===== src/rtl/seg7_pkg.sv =====
// Shared types and constants for the binary-to-seven-segment display path.
// Segment patterns are active-low, bit order gfedcba.
package seg7_pkg;

  typedef enum logic [1:0] {
    ST_IDLE  = 2'd0,
    ST_SHIFT = 2'd1,
    ST_LOAD  = 2'd2
  } state_e;

  localparam logic [6:0] SEG_BLANK = 7'b1111111;
  localparam logic [6:0] SEG_DASH  = 7'b0111111;

  localparam logic [6:0] SEG_TABLE [10] = '{
    7'b1000000, 7'b1111001, 7'b0100100, 7'b0110000, 7'b0011001,
    7'b0010010, 7'b0000010, 7'b1111000, 7'b0000000, 7'b0011000
  };

  // Largest value representable with the given number of decimal digits.
  function automatic logic [31:0] max_decimal(input int digits);
    logic [31:0] p;
    p = 32'd1;
    for (int i = 0; i < digits; i++) p = p * 32'd10;
    return p - 32'd1;
  endfunction

endpackage


===== src/rtl/seg7_digit.sv =====
// One seven-segment digit decoder; dash overrides blank, blank overrides the digit.
module seg7_digit
  import seg7_pkg::*;
(
  input  logic [3:0] nibble_i,
  input  logic       blank_i,
  input  logic       dash_i,
  output logic [6:0] seg_o
);

  always_comb begin
    seg_o = SEG_BLANK;
    if (dash_i)                 seg_o = SEG_DASH;
    else if (blank_i)           seg_o = SEG_BLANK;
    else if (nibble_i < 4'd10)  seg_o = SEG_TABLE[nibble_i];
  end

endmodule


===== src/rtl/bin_to_seg_display.sv =====
// Serial double-dabble binary-to-BCD converter driving DIGITS seven-segment digits.
// HEX only changes on the LOAD edge, so the display never shows partial results.
module bin_to_seg_display
  import seg7_pkg::*;
#(
  parameter int DIGITS = 4,
  parameter int BIN_W  = 14
) (
  input  logic                  clk,
  input  logic                  rst_n,
  input  logic                  start,
  input  logic [BIN_W-1:0]      bin,
  input  logic                  blank_lz,
  output logic [7*DIGITS-1:0]   HEX,
  output logic                  busy,
  output logic                  done,
  output logic                  ovf
);

  localparam int          BCD_W   = 4 * DIGITS;
  localparam int          CNT_W   = $clog2(BIN_W + 1);
  localparam logic [31:0] MAX_VAL = max_decimal(DIGITS);

  state_e                state_q, state_d;
  logic [BIN_W-1:0]      sh_q, sh_d;
  logic [BCD_W-1:0]      bcd_q, bcd_d, bcd_adj;
  logic [CNT_W-1:0]      cnt_q, cnt_d;
  logic                  blank_q, blank_d;
  logic                  ovf_pend_q, ovf_pend_d;
  logic [7*DIGITS-1:0]   hex_q, hex_d, seg_w;
  logic                  busy_q, busy_d;
  logic                  done_q, done_d;
  logic                  ovf_q, ovf_d;

  assign HEX  = hex_q;
  assign busy = busy_q;
  assign done = done_q;
  assign ovf  = ovf_q;

  // Add-3 correction of every nibble ahead of the shift.
  always_comb begin
    bcd_adj = bcd_q;
    for (int i = 0; i < DIGITS; i++) begin
      if (bcd_q[4*i +: 4] >= 4'd5) bcd_adj[4*i +: 4] = bcd_q[4*i +: 4] + 4'd3;
    end
  end

  // A digit is blanked when it and every digit above it are zero; digit 0 always shows.
  for (genvar i = 0; i < DIGITS; i++) begin : g_digit
    logic blank_w;
    assign blank_w = blank_q && (i != 0) && (bcd_q[BCD_W-1:4*i] == '0);

    seg7_digit u_digit (
      .nibble_i (bcd_q[4*i +: 4]),
      .blank_i  (blank_w),
      .dash_i   (ovf_pend_q),
      .seg_o    (seg_w[7*i +: 7])
    );
  end

  // NOTE: every next-state signal gets its default first, so no path leaves one unassigned and no latch is inferred.
  always_comb begin
    state_d    = state_q;
    sh_d       = sh_q;
    bcd_d      = bcd_q;
    cnt_d      = cnt_q;
    blank_d    = blank_q;
    ovf_pend_d = ovf_pend_q;
    hex_d      = hex_q;
    busy_d     = busy_q;
    done_d     = 1'b0;
    ovf_d      = ovf_q;

    case (state_q)
      ST_IDLE: begin
        if (start) begin
          state_d    = ST_SHIFT;
          sh_d       = bin;
          bcd_d      = '0;
          cnt_d      = CNT_W'(BIN_W);
          blank_d    = blank_lz;
          ovf_pend_d = (32'(bin) > MAX_VAL);
          busy_d     = 1'b1;
        end
      end
      ST_SHIFT: begin
        {bcd_d, sh_d} = {bcd_adj, sh_q} << 1;
        cnt_d         = cnt_q - CNT_W'(1);
        if (cnt_q == CNT_W'(1)) state_d = ST_LOAD;
      end
      ST_LOAD: begin
        state_d = ST_IDLE;
        hex_d   = seg_w;
        ovf_d   = ovf_pend_q;
        done_d  = 1'b1;
        busy_d  = 1'b0;
      end
      default: state_d = ST_IDLE;
    endcase
  end

  // NOTE: state registers use non-blocking assignments so every flop samples pre-edge values.
  always_ff @(posedge clk or negedge rst_n) begin
    if (!rst_n) begin
      state_q    <= ST_IDLE;
      sh_q       <= '0;
      bcd_q      <= '0;
      cnt_q      <= '0;
      blank_q    <= 1'b0;
      ovf_pend_q <= 1'b0;
      hex_q      <= '1;
      busy_q     <= 1'b0;
      done_q     <= 1'b0;
      ovf_q      <= 1'b0;
    end else begin
      state_q    <= state_d;
      sh_q       <= sh_d;
      bcd_q      <= bcd_d;
      cnt_q      <= cnt_d;
      blank_q    <= blank_d;
      ovf_pend_q <= ovf_pend_d;
      hex_q      <= hex_d;
      busy_q     <= busy_d;
      done_q     <= done_d;
      ovf_q      <= ovf_d;
    end
  end

endmodule


===== config.mk =====
export PLATFORM = sky130hd
export DESIGN_NAME = bin_to_seg_display
export DESIGN_NICKNAME = d
export VERILOG_FILES = /design/src/rtl/seg7_pkg.sv /design/src/rtl/seg7_digit.sv /design/src/rtl/bin_to_seg_display.sv
export SDC_FILE = /design/constraint.sdc
export NUM_CORES = 1
export LEC_CHECK = 0
export CAP_MARGIN = 20
export CORE_MARGIN = 10
export CORE_UTILIZATION = 25
export DETAILED_ROUTE_END_ITERATION = 8
export SYNTH_ARGS = -nofsm -noshare
export SYNTH_HDL_FRONTEND = slang
export SYNTH_HIERARCHICAL = 1
export SYNTH_SLANG_ARGS = --single-unit

===== constraint.sdc =====
create_clock -name clk -period 3.35 [get_ports clk]
set_clock_uncertainty 0.2 [all_clocks]
set_input_delay 0.67 -clock clk [delete_from_list [all_inputs] [get_ports clk]]
set_output_delay 0.67 -clock clk [all_outputs]
set_load 0.02 [all_outputs]

* Word level (Yosys, flattened, before mapping)
Memories as Yosys holds them, arrays and structs flattened.
Index checks and enable logic that the tools add are counted.
Widths: inputs -> output; s select.
** Storage, ports and cells
- Bits in registers :: 69
- Bits in read-only memories :: 448
- Logic and storage cells :: 89
- Memories :: 4
** Memories
- (name not given) :: words 16, bits a word 7, rd ports 1, clocked after Yosys merged registers in 0, write ports 0, RTL line seg7_digit.sv:15 : else if (nibble_i < 4'd10) seg_o = SEG_TABLE[nibble_i];
- (name not given) :: words 16, bits a word 7, rd ports 1, clocked after Yosys merged registers in 0, write ports 0, RTL line seg7_digit.sv:15
- (name not given) :: words 16, bits a word 7, rd ports 1, clocked after Yosys merged registers in 0, write ports 0, RTL line seg7_digit.sv:15
- (name not given) :: words 16, bits a word 7, rd ports 1, clocked after Yosys merged registers in 0, write ports 0, RTL line seg7_digit.sv:15
** Cells by class
- Add/sub/neg operators :: 5
- Magnitude comparators :: 13
- Eq/ne operators :: 5
- Muxes and demuxes :: 35
- Bitwise operators :: 4
- Reduce and logical (&&, ||, !) cells :: 13
** Operators with widths (number)
- $mux 7 :: 19
- $pmux 16 s2 :: 1
- $pmux 14 s2 :: 1
- $ge 5x5->1 const B :: 4
- $not 4->5 :: 4
- $ge 4x3->1 const B :: 4
- $lt 4x4->1 const B :: 4
- $mux 16 :: 1
- $mux 4 :: 4
- $gt 14x14->1 const B :: 1
- $mux 14 :: 1
- $add 4x2->4 const B :: 3
- $logic_not 12->1 :: 1
- $logic_not 8->1 :: 1
- $pmux 4 s2 :: 1
- $reduce_and 2->1 :: 4
- $eq 4x1->1 const B :: 1
- $logic_not 4->1 :: 1
- $mux 2 :: 2
- $ne 2x2->1 const B :: 2
- $pmux 2 s2 :: 1
- $reduce_bool 2->1 :: 2
- $sub 4x1->4 const B :: 1
- $add 3x2->3 const B :: 1
- other kinds (7) :: 10

* Logic depth before layout (Yosys ltp)
Gate-level depths: netlist of the first run.
- Depth in word-level cells :: 7
- Gate-level depth with buffers :: 8

* Modules after synthesis
The synthesis of the first run kept the hierarchy.
** By module, submodules not included
- bin_to_seg_display :: instances 1, cells an instance 257, area an instance 3347.0 um2, sequential area each 1761.7 um2
- seg7_digit (g_digit[0].u_digit ...) :: instances 2, cells an instance 32, area an instance 231.5 um2, sequential area each 0.0 um2
- seg7_digit (g_digit[1].u_digit ...) :: instances 2, cells an instance 29, area an instance 224.0 um2, sequential area each 0.0 um2

* Worst setup path after synthesis of the first run
OpenSTA, ideal clock, no wires.
- Path type :: reg2reg
- From :: register bcd_q[13]
- To :: register hex_q[13] (netlist: HEX[13])
- Data arrival time :: 2.107 ns
- Data required time :: 3.091 ns
- Setup slack :: 0.984 ns
- Stages on the path, launching flop included :: 9
- Buffers on the path :: 0
- Clock period less this slack :: 2.366 ns
- Cells stage by stage :: dfrtp_1 inv_1 ha_1 nand4bb_1 nor4b_2 and3_1 nor2_1 a221oi_1 mux2_4
** Between the ends
- Word-level cells in the longest chain between the ends :: 4
** Ends and longest elaborated chain
- start, declared :: RTL line bin_to_seg_display.sv:26 : logic [BCD_W-1:0] bcd_q, bcd_d, bcd_adj;
- start signal, assigned :: RTL line bin_to_seg_display.sv:107 : bcd_q <= '0;
- start signal, assigned :: RTL line bin_to_seg_display.sv:118 : bcd_q <= bcd_d;
- $logic_not 12->1 :: RTL line bin_to_seg_display.sv:51 : assign blank_w = blank_q && (i != 0) && (bcd_q[BCD_W-1:4*i] == '0);
- $logic_and 1x1->1 :: RTL line bin_to_seg_display.sv:51
- via g_digit[1].blank_w :: RTL line bin_to_seg_display.sv:50 : logic blank_w;
- $mux 7 :: RTL line seg7_digit.sv:14 : else if (blank_i) seg_o = SEG_BLANK;
- $mux 7 :: RTL line seg7_digit.sv:13 : if (dash_i) seg_o = SEG_DASH;
- via seg_w[13] :: RTL line bin_to_seg_display.sv:30 : logic [7*DIGITS-1:0] hex_q, hex_d, seg_w;
- end signal, assigned :: RTL line bin_to_seg_display.sv:111 : hex_q <= '1;
- end signal, assigned :: RTL line bin_to_seg_display.sv:122 : hex_q <= hex_d;
- end, declared :: RTL line bin_to_seg_display.sv:30
The timed path passes the listed nets, and every way through them passes these cells.
A chain may end at the register's enable or synchronous reset.

* Final worst setup path of the first run
- From :: register bcd_q[13]
- To :: register hex_q[9] (netlist: HEX[9])
Same word-level chain as after synthesis.

==> results.md, run 1 <==
* CTS Hold Bufs at 0
* Global-route wire length before repair at 14900 µm
* Resize count post-CTS at 0
* Final standard cell area without fillers at 5200 µm²
* Wire length per cell at 13.8 µm
* Post-layout minimum cycle time at 2.44 ns
* Initial Utilization at 0.256
* Setup Viol. Count Final at 0
* Leading cell type by number of instances after synthesis: sky130_fd_sc_hd__dfrtp_1
* Critical Path Fanout Max at 7
* Data arrival, critical path at 2.50 ns
* Maximum number of pins on one net before global-route repair at 70
* Worst hold-check path type: reg2reg
* Final estimated routing congestion in global placement at 0.786
* Biggest area contributors in the synthesized netlist: sky130_fd_sc_hd__dfrtp_1, sky130_fd_sc_hd__dfstp_2, sky130_fd_sc_hd__mux2_4
* Areal power density over the cells at 981 nW/µm²
* Post-synthesis register bit count at 69
* Cell leakage power at 0.00214 µW
* Vias per cell at 4.44
* Worst setup SP type: register
* First drt pass iteration count at 4
* Height of the die at 151 µm
* Pin slew with the least headroom to its limit at 0.888 ns
* Post-synthesis cell count at 379
* Slew margin rel. at 0.408
* Number of max-cap violations at 0
* Required @ worst endpoint at 3.41 ns
* Final net count at 473
* Sort of element at the end of the critical path: register
* Cell row count at 47
* Layout area overhead at 22.1%
* Total GRT Usage at 0.0831
* Count of warnings emitted by yosys at 6
* Largest voltage drop on the vdd net at 0.298 mV
* Critical path's slowest cell: sky130_fd_sc_hd__dfrtp_1
* Final-report hold violation count at 0
* Clock transition at the register clock pins on the worst setup and hold paths after CTS at 0.05 ns
* Number of input and output port buffers inserted at 48
* Primary flip-flop cell chosen by synthesis mapping: sky130_fd_sc_hd__dfrtp_1
* Depth of the CTS H-tree at 3
* Antenna diodes at 0
* Total negative setup slack at 0 ns
* Post-route antenna net violation count at 0
* Synth async-reset ratio at 1.00
* Count of flip-flops with a built-in enable after synthesis at 0
* Syn_area_per_cell at 11.2 µm²
* Max Root-Sink Buffers at 2
* Drt drc at 0
* # Post-CTS Setup Buffers at 0
* Netlist area before placement at 4260 µm²
* Number of antenna violations at the first check in global routing at 0
* Number of fill cells in the layout at 1687
* Distinct cells, synth at 59
* Pins over their slew limit at 0
* Share of the synthesized area in the top cell type at 0.241
* Vias in the first global route at 2893
* Critical path's largest stage delay at 0.47 ns
* Total routed wirelength at 8970 µm
* CTS tree: yes
* Post-DP HPWL at 6300 µm
* Total Die Area at 22700 µm²
* Seq/Total Area, Yosys at 0.414
* Root buffer selected by CTS: sky130_fd_sc_hd__clkbuf_16
* Total core area at 16600 µm²
* Most frequent cells after synthesis: sky130_fd_sc_hd__dfrtp_1, sky130_fd_sc_hd__ha_1, sky130_fd_sc_hd__dfstp_2, sky130_fd_sc_hd__mux2_4, sky130_fd_sc_hd__nand2_1
* Layout cell share with drive strength beyond 1 at 0.223
* Total CTS buffers at 9
* GRT Residual Overflow at 0
* Minimum setup slack among reg-to-reg paths at 0.91 ns
* Fmax at 410 MHz
* Latest clock arrival within the worst-skew pair at 0.34 ns
* Total via count after detailed routing at 2886
* Yosys top cell by area: sky130_fd_sc_hd__dfrtp_1
* Number of clock sinks seen by CTS at 69
* Crit-path cells: inv_1 -> ha_1 -> nand4bb_1 -> nor4b_2 -> buf_4 -> and3_1 -> nor2_1 -> o311ai_0 -> mux2_4
* Instance area at placement at 4880 µm²
* IO Pins at 49
* Setup repair after global routing missed its margin: no
* WS Path Type: reg2reg
* Final period utilization at 0.728
* Starting DRT DRC Count at 81
* Status: complete, no violations
* Chip width at 151 µm
-- per-stage QoR --
stage	power (µW)	hold WS [ns]	util	worst slack, ns	instances
2_1_floorplan	3490	0.174	-	0.984	383
3_3_place_gp	4040	0.267	0.294	0.933	635
3_5_place_dp	4120	0.270	0.294	0.876	635
4_1_cts	5180	0.289	0.312	0.895	650
5_1_grt	5530	0.314	0.312	0.744	650
6_report	5100	0.284	0.312	0.911	650
-- worst max-delay path: cells and delay by family, from the launching register on --
family | cells | cell delay (ns)
AOI/OAI and AO/OA | 1 | 0.20
adders and majority gates | 1 | 0.20
buffers and inverters | 2 | 0.32
DFF | 1 | 0.47
muxes | 1 | 0.28
and+or+nand+nor | 4 | 0.69
-- report_power, final --
part	total [µW]	switching (µW)	internal, µW
Clock	1020	353	667
Sequential	1710	444	1260
Combinational	2370	1180	1200
Total	5100	1970	3130
-- kinds of logic after synthesis --
kind of cell / share of synthesized area
AO/OA/AOI/OAI: 0.135
other: 0.000881
AND/OR/NAND/NOR: 0.129
adder cells (fa/ha/maj): 0.0852
buffers and inverters: 0.0623
flip-flops: 0.414
XOR/XNOR: 0.0226
multiplexers: 0.151
-- flip-flops by register name (all words and copies together) (netlist names) --
name and flops:
blank_q 1, state_q 2, done 1, busy 1
cnt_q 4, ovf 1, sh_q 14, HEX 28
ovf_pend_q 1, bcd_q 16
-- layer usage --
metal | global-route usage | routed length [µm]
met5 | 0 | 0
met4 | 0.0238 | 95
met3 | 0.0363 | 612
met2 | 0.132 | 4200
met1 | 0.0993 | 4060
-- worst paths after layout --
| check | startpoint | to | cells past startpoint |
|---|---|---|---|
| min in group asynchronous | rst_n | bcd_q[14] | 2 |
| max in group asynchronous | rst_n | ovf | 2 |
| max | bcd_q[13] | HEX[9] | 9 |
| min reg2reg | sh_q[8] | sh_q[9] | 2 |
| min | sh_q[8] | sh_q[9] | 2 |
| max reg2reg | bcd_q[13] | HEX[9] | 9 |
-- cell type report --
cell class	count	area [µm²]	area share
Clock buffer	11	243	0.0467
Multi-Input combinational cell	270	2250	0.432
Inverter	23	86.3	0.0166
Clock inverter	4	72.6	0.0140
Tap cell	220	275	0.0529
Timing Repair Buffer	53	513	0.0987
Sequential cell	69	1760	0.339
-- cells in the final DEF (no fill, tap or decap), drive strengths merged, types with 3 or more instances in the layout --
| cell | synthesis | final |
|---|---|---|
| o21ai | 27 | 27 |
| nand2b | 8 | 8 |
| nor2b | 5 | 5 |
| a21oi | 9 | 9 |
| and2b | 3 | 3 |
| clkbuf | 1 | 11 |
| dfstp | 28 | 28 |
| buf | 20 | 6 |
| dfrtp | 41 | 41 |
| a32o | 4 | 4 |
| clkdlybuf4s50 | 0 | 47 |
| a22o | 5 | 5 |
| mux2i | 20 | 20 |
| xor2 | 4 | 4 |
| nor2 | 20 | 20 |
| mux2 | 30 | 30 |
| nor4b | 3 | 3 |
| nand2 | 27 | 27 |
| xnor2 | 7 | 7 |
| o311ai | 5 | 5 |
| o31ai | 7 | 7 |
| conb | 1 | 5 |
| ha | 29 | 29 |
| o22ai | 5 | 5 |
| inv | 23 | 23 |
| o211ai | 4 | 4 |
| nor3 | 14 | 14 |
(Power assumes the default switching activity.)
==> run 2: changes to the inputs <==
clock period = 2.2 ns   (was 3.35 ns; I/O delays follow)
==> results.md, run 2 (synthesized netlist as in run 1, its figures left out) <==
* Total negative setup slack at 0 ns
* Chip width at 151 µm
* Setup Viol. Count Final at 0
* Number of max-cap violations at 0
* Post-route antenna net violation count at 0
* Sort of element at the end of the critical path: primary output
* Total via count after detailed routing at 3013
* PnR worst setup slack at 0.0728 ns
* Fmax at 470 MHz
* Status: complete, no violations
* Final net count at 494
* Initial Utilization at 0.256
* Total core area at 16600 µm²
* Most common cell after layout, fill and taps aside: sky130_fd_sc_hd__clkdlybuf4s50_1
* Drt drc at 0
* Starting DRT DRC Count at 130
* Wire length per cell at 13.8 µm
* Flip-flop count of the largest register after layout at 28
* Pins over their slew limit at 0
* Final period utilization at 0.967
* # Post-CTS Setup Buffers at 0
* Depth of the CTS H-tree at 3
* Critical Path Fanout Max at 2
* Vias in the first global route at 3108
* Top delay family on crit path: buffers and inverters
* Worst hold-check path type: reg2reg
* Placement-stage worst setup slack at 0.0820 ns
* Layout cell share with drive strength beyond 1 at 0.265
* Latest clock arrival within the worst-skew pair at 0.34 ns
* Height of the die at 151 µm
* Number of buffer and inverter stages on the critical path at 1
* First drt pass iteration count at 5
* Final-report hold violation count at 0
* Slew margin rel. at 0.644
* Total routed wirelength at 9300 µm
* Crit-path cells: clkdlybuf4s50_1
* Number of antenna violations at the first check in global routing at 0
* Worst setup SP type: register
* Critical path's largest stage delay at 0.62 ns
* End-of-flow core utilization at 0.325
* Cell row count at 47
* Setup repair after global routing missed its margin: no
* Layout area overhead at 27.0%
* Maximum number of pins on one net before global-route repair at 70
* Antenna diodes at 0
* Number of clock sinks seen by CTS at 69
* Root buffer selected by CTS: sky130_fd_sc_hd__clkbuf_16
* Global-route wire length before repair at 15300 µm
* Post-layout minimum cycle time at 2.13 ns
* Number of fill cells in the layout at 1660
* Critical path's slowest cell: sky130_fd_sc_hd__clkdlybuf4s50_1
* Total GRT Usage at 0.0842
* CTS tree: yes
* Cell leakage power at 0.00225 µW
* Clock transition at the register clock pins on the worst setup and hold paths after CTS at 0.06 ns
* Required @ worst endpoint at 1.56 ns
* Total Die Area at 22700 µm²
* WS Path Type: reg2out
* GRT Residual Overflow at 0
* Pin slew with the least headroom to its limit at 0.534 ns
* Total CTS buffers at 9
* Areal power density over the cells at 1470 nW/µm²
* Data arrival, critical path at 1.49 ns
* Most frequent cells in the layout: sky130_fd_sc_hd__clkdlybuf4s50_1, sky130_fd_sc_hd__dfrtp_1, sky130_fd_sc_hd__dfstp_2, sky130_fd_sc_hd__mux2_4, sky130_fd_sc_hd__ha_1
* Largest voltage drop on the vdd net at 0.519 mV
* Tightest hold margin at 0.281 ns
* Overall Power at 7960 µW
* Final estimated routing congestion in global placement at 0.773
* IO Pins at 49
* Max Root-Sink Buffers at 2
* Vias per cell at 4.48
* Number of input and output port buffers inserted at 48
* Post-DP HPWL at 6690 µm
run 2: what timing repair did:
| action | CTS | global route |
|---|---|---|
| endpoints found under the hold margin | 41 | 0 |
| hold buffers | 1 | 0 |
| gates resized for setup | 0 | 1 |
| endpoints found under the setup margin | 0 | 4 |
run 2: worst min-delay path, stage by stage, from the launching register on:
cell and delay (ns):
sky130_fd_sc_hd__dfrtp_1 0.34, sky130_fd_sc_hd__nand2_1 0.05, sky130_fd_sc_hd__o31ai_1 0.05
run 2: path summary, 6_finish.rpt:
| kind | from | endpoint | slack [ns] | cells after the start |
|---|---|---|---|---|
| setup / recovery | HEX[24] | HEX[24] | 0.07 | 1 |
| hold / removal | sh_q[13] | bcd_q[0] | 0.28 | 2 |
| setup reg to reg | bcd_q[13] | HEX[13] | 0.16 | 8 |
| hold reg to reg | sh_q[13] | bcd_q[0] | 0.28 | 2 |
| max in group asynchronous | rst_n | HEX[14] | 1.00 | 3 |
| min in group asynchronous | rst_n | ovf | 0.45 | 3 |
run 2: power by group:
group | leakage (µW) | internal [µW] | switching [µW]
sequential | 0.000815 | 1930 | 443
combinational | 0.00130 | 2060 | 2110
clock | 0.000137 | 870 | 553
total | 0.00225 | 4860 | 3100
run 2: routing by layer:
metal | wire length [µm] | vias to the layer above | GRT usage | share of wire
met5 | 0 | - | 0 | 0
met4 | 148 | 0 | 0.0340 | 0.016
met3 | 506 | 12 | 0.0288 | 0.054
met2 | 4510 | 45 | 0.139 | 0.48
met1 | 4140 | 1468 | 0.0976 | 0.44
li1 | - | 1488 | - | -
run 2: cell type report:
cell class	count	area (µm²)	share of cell area
multi-input combinational	270	2270	0.421
sequential	69	1760	0.326
timing repair buffer	74	723	0.134
tap	220	275	0.0509
clock buffer	11	233	0.0430
inverter	23	88.8	0.0164
clock inverter	5	51.3	0.00948
run 2: metrics by stage:
step           instances  instance area (µm²)
5_1_grt              672                 5410
6_report             672                 5410
3_3_place_gp         655                 5110
2_1_floorplan        383                 4300
4_1_cts              672                 5400
3_5_place_dp         655                 5110
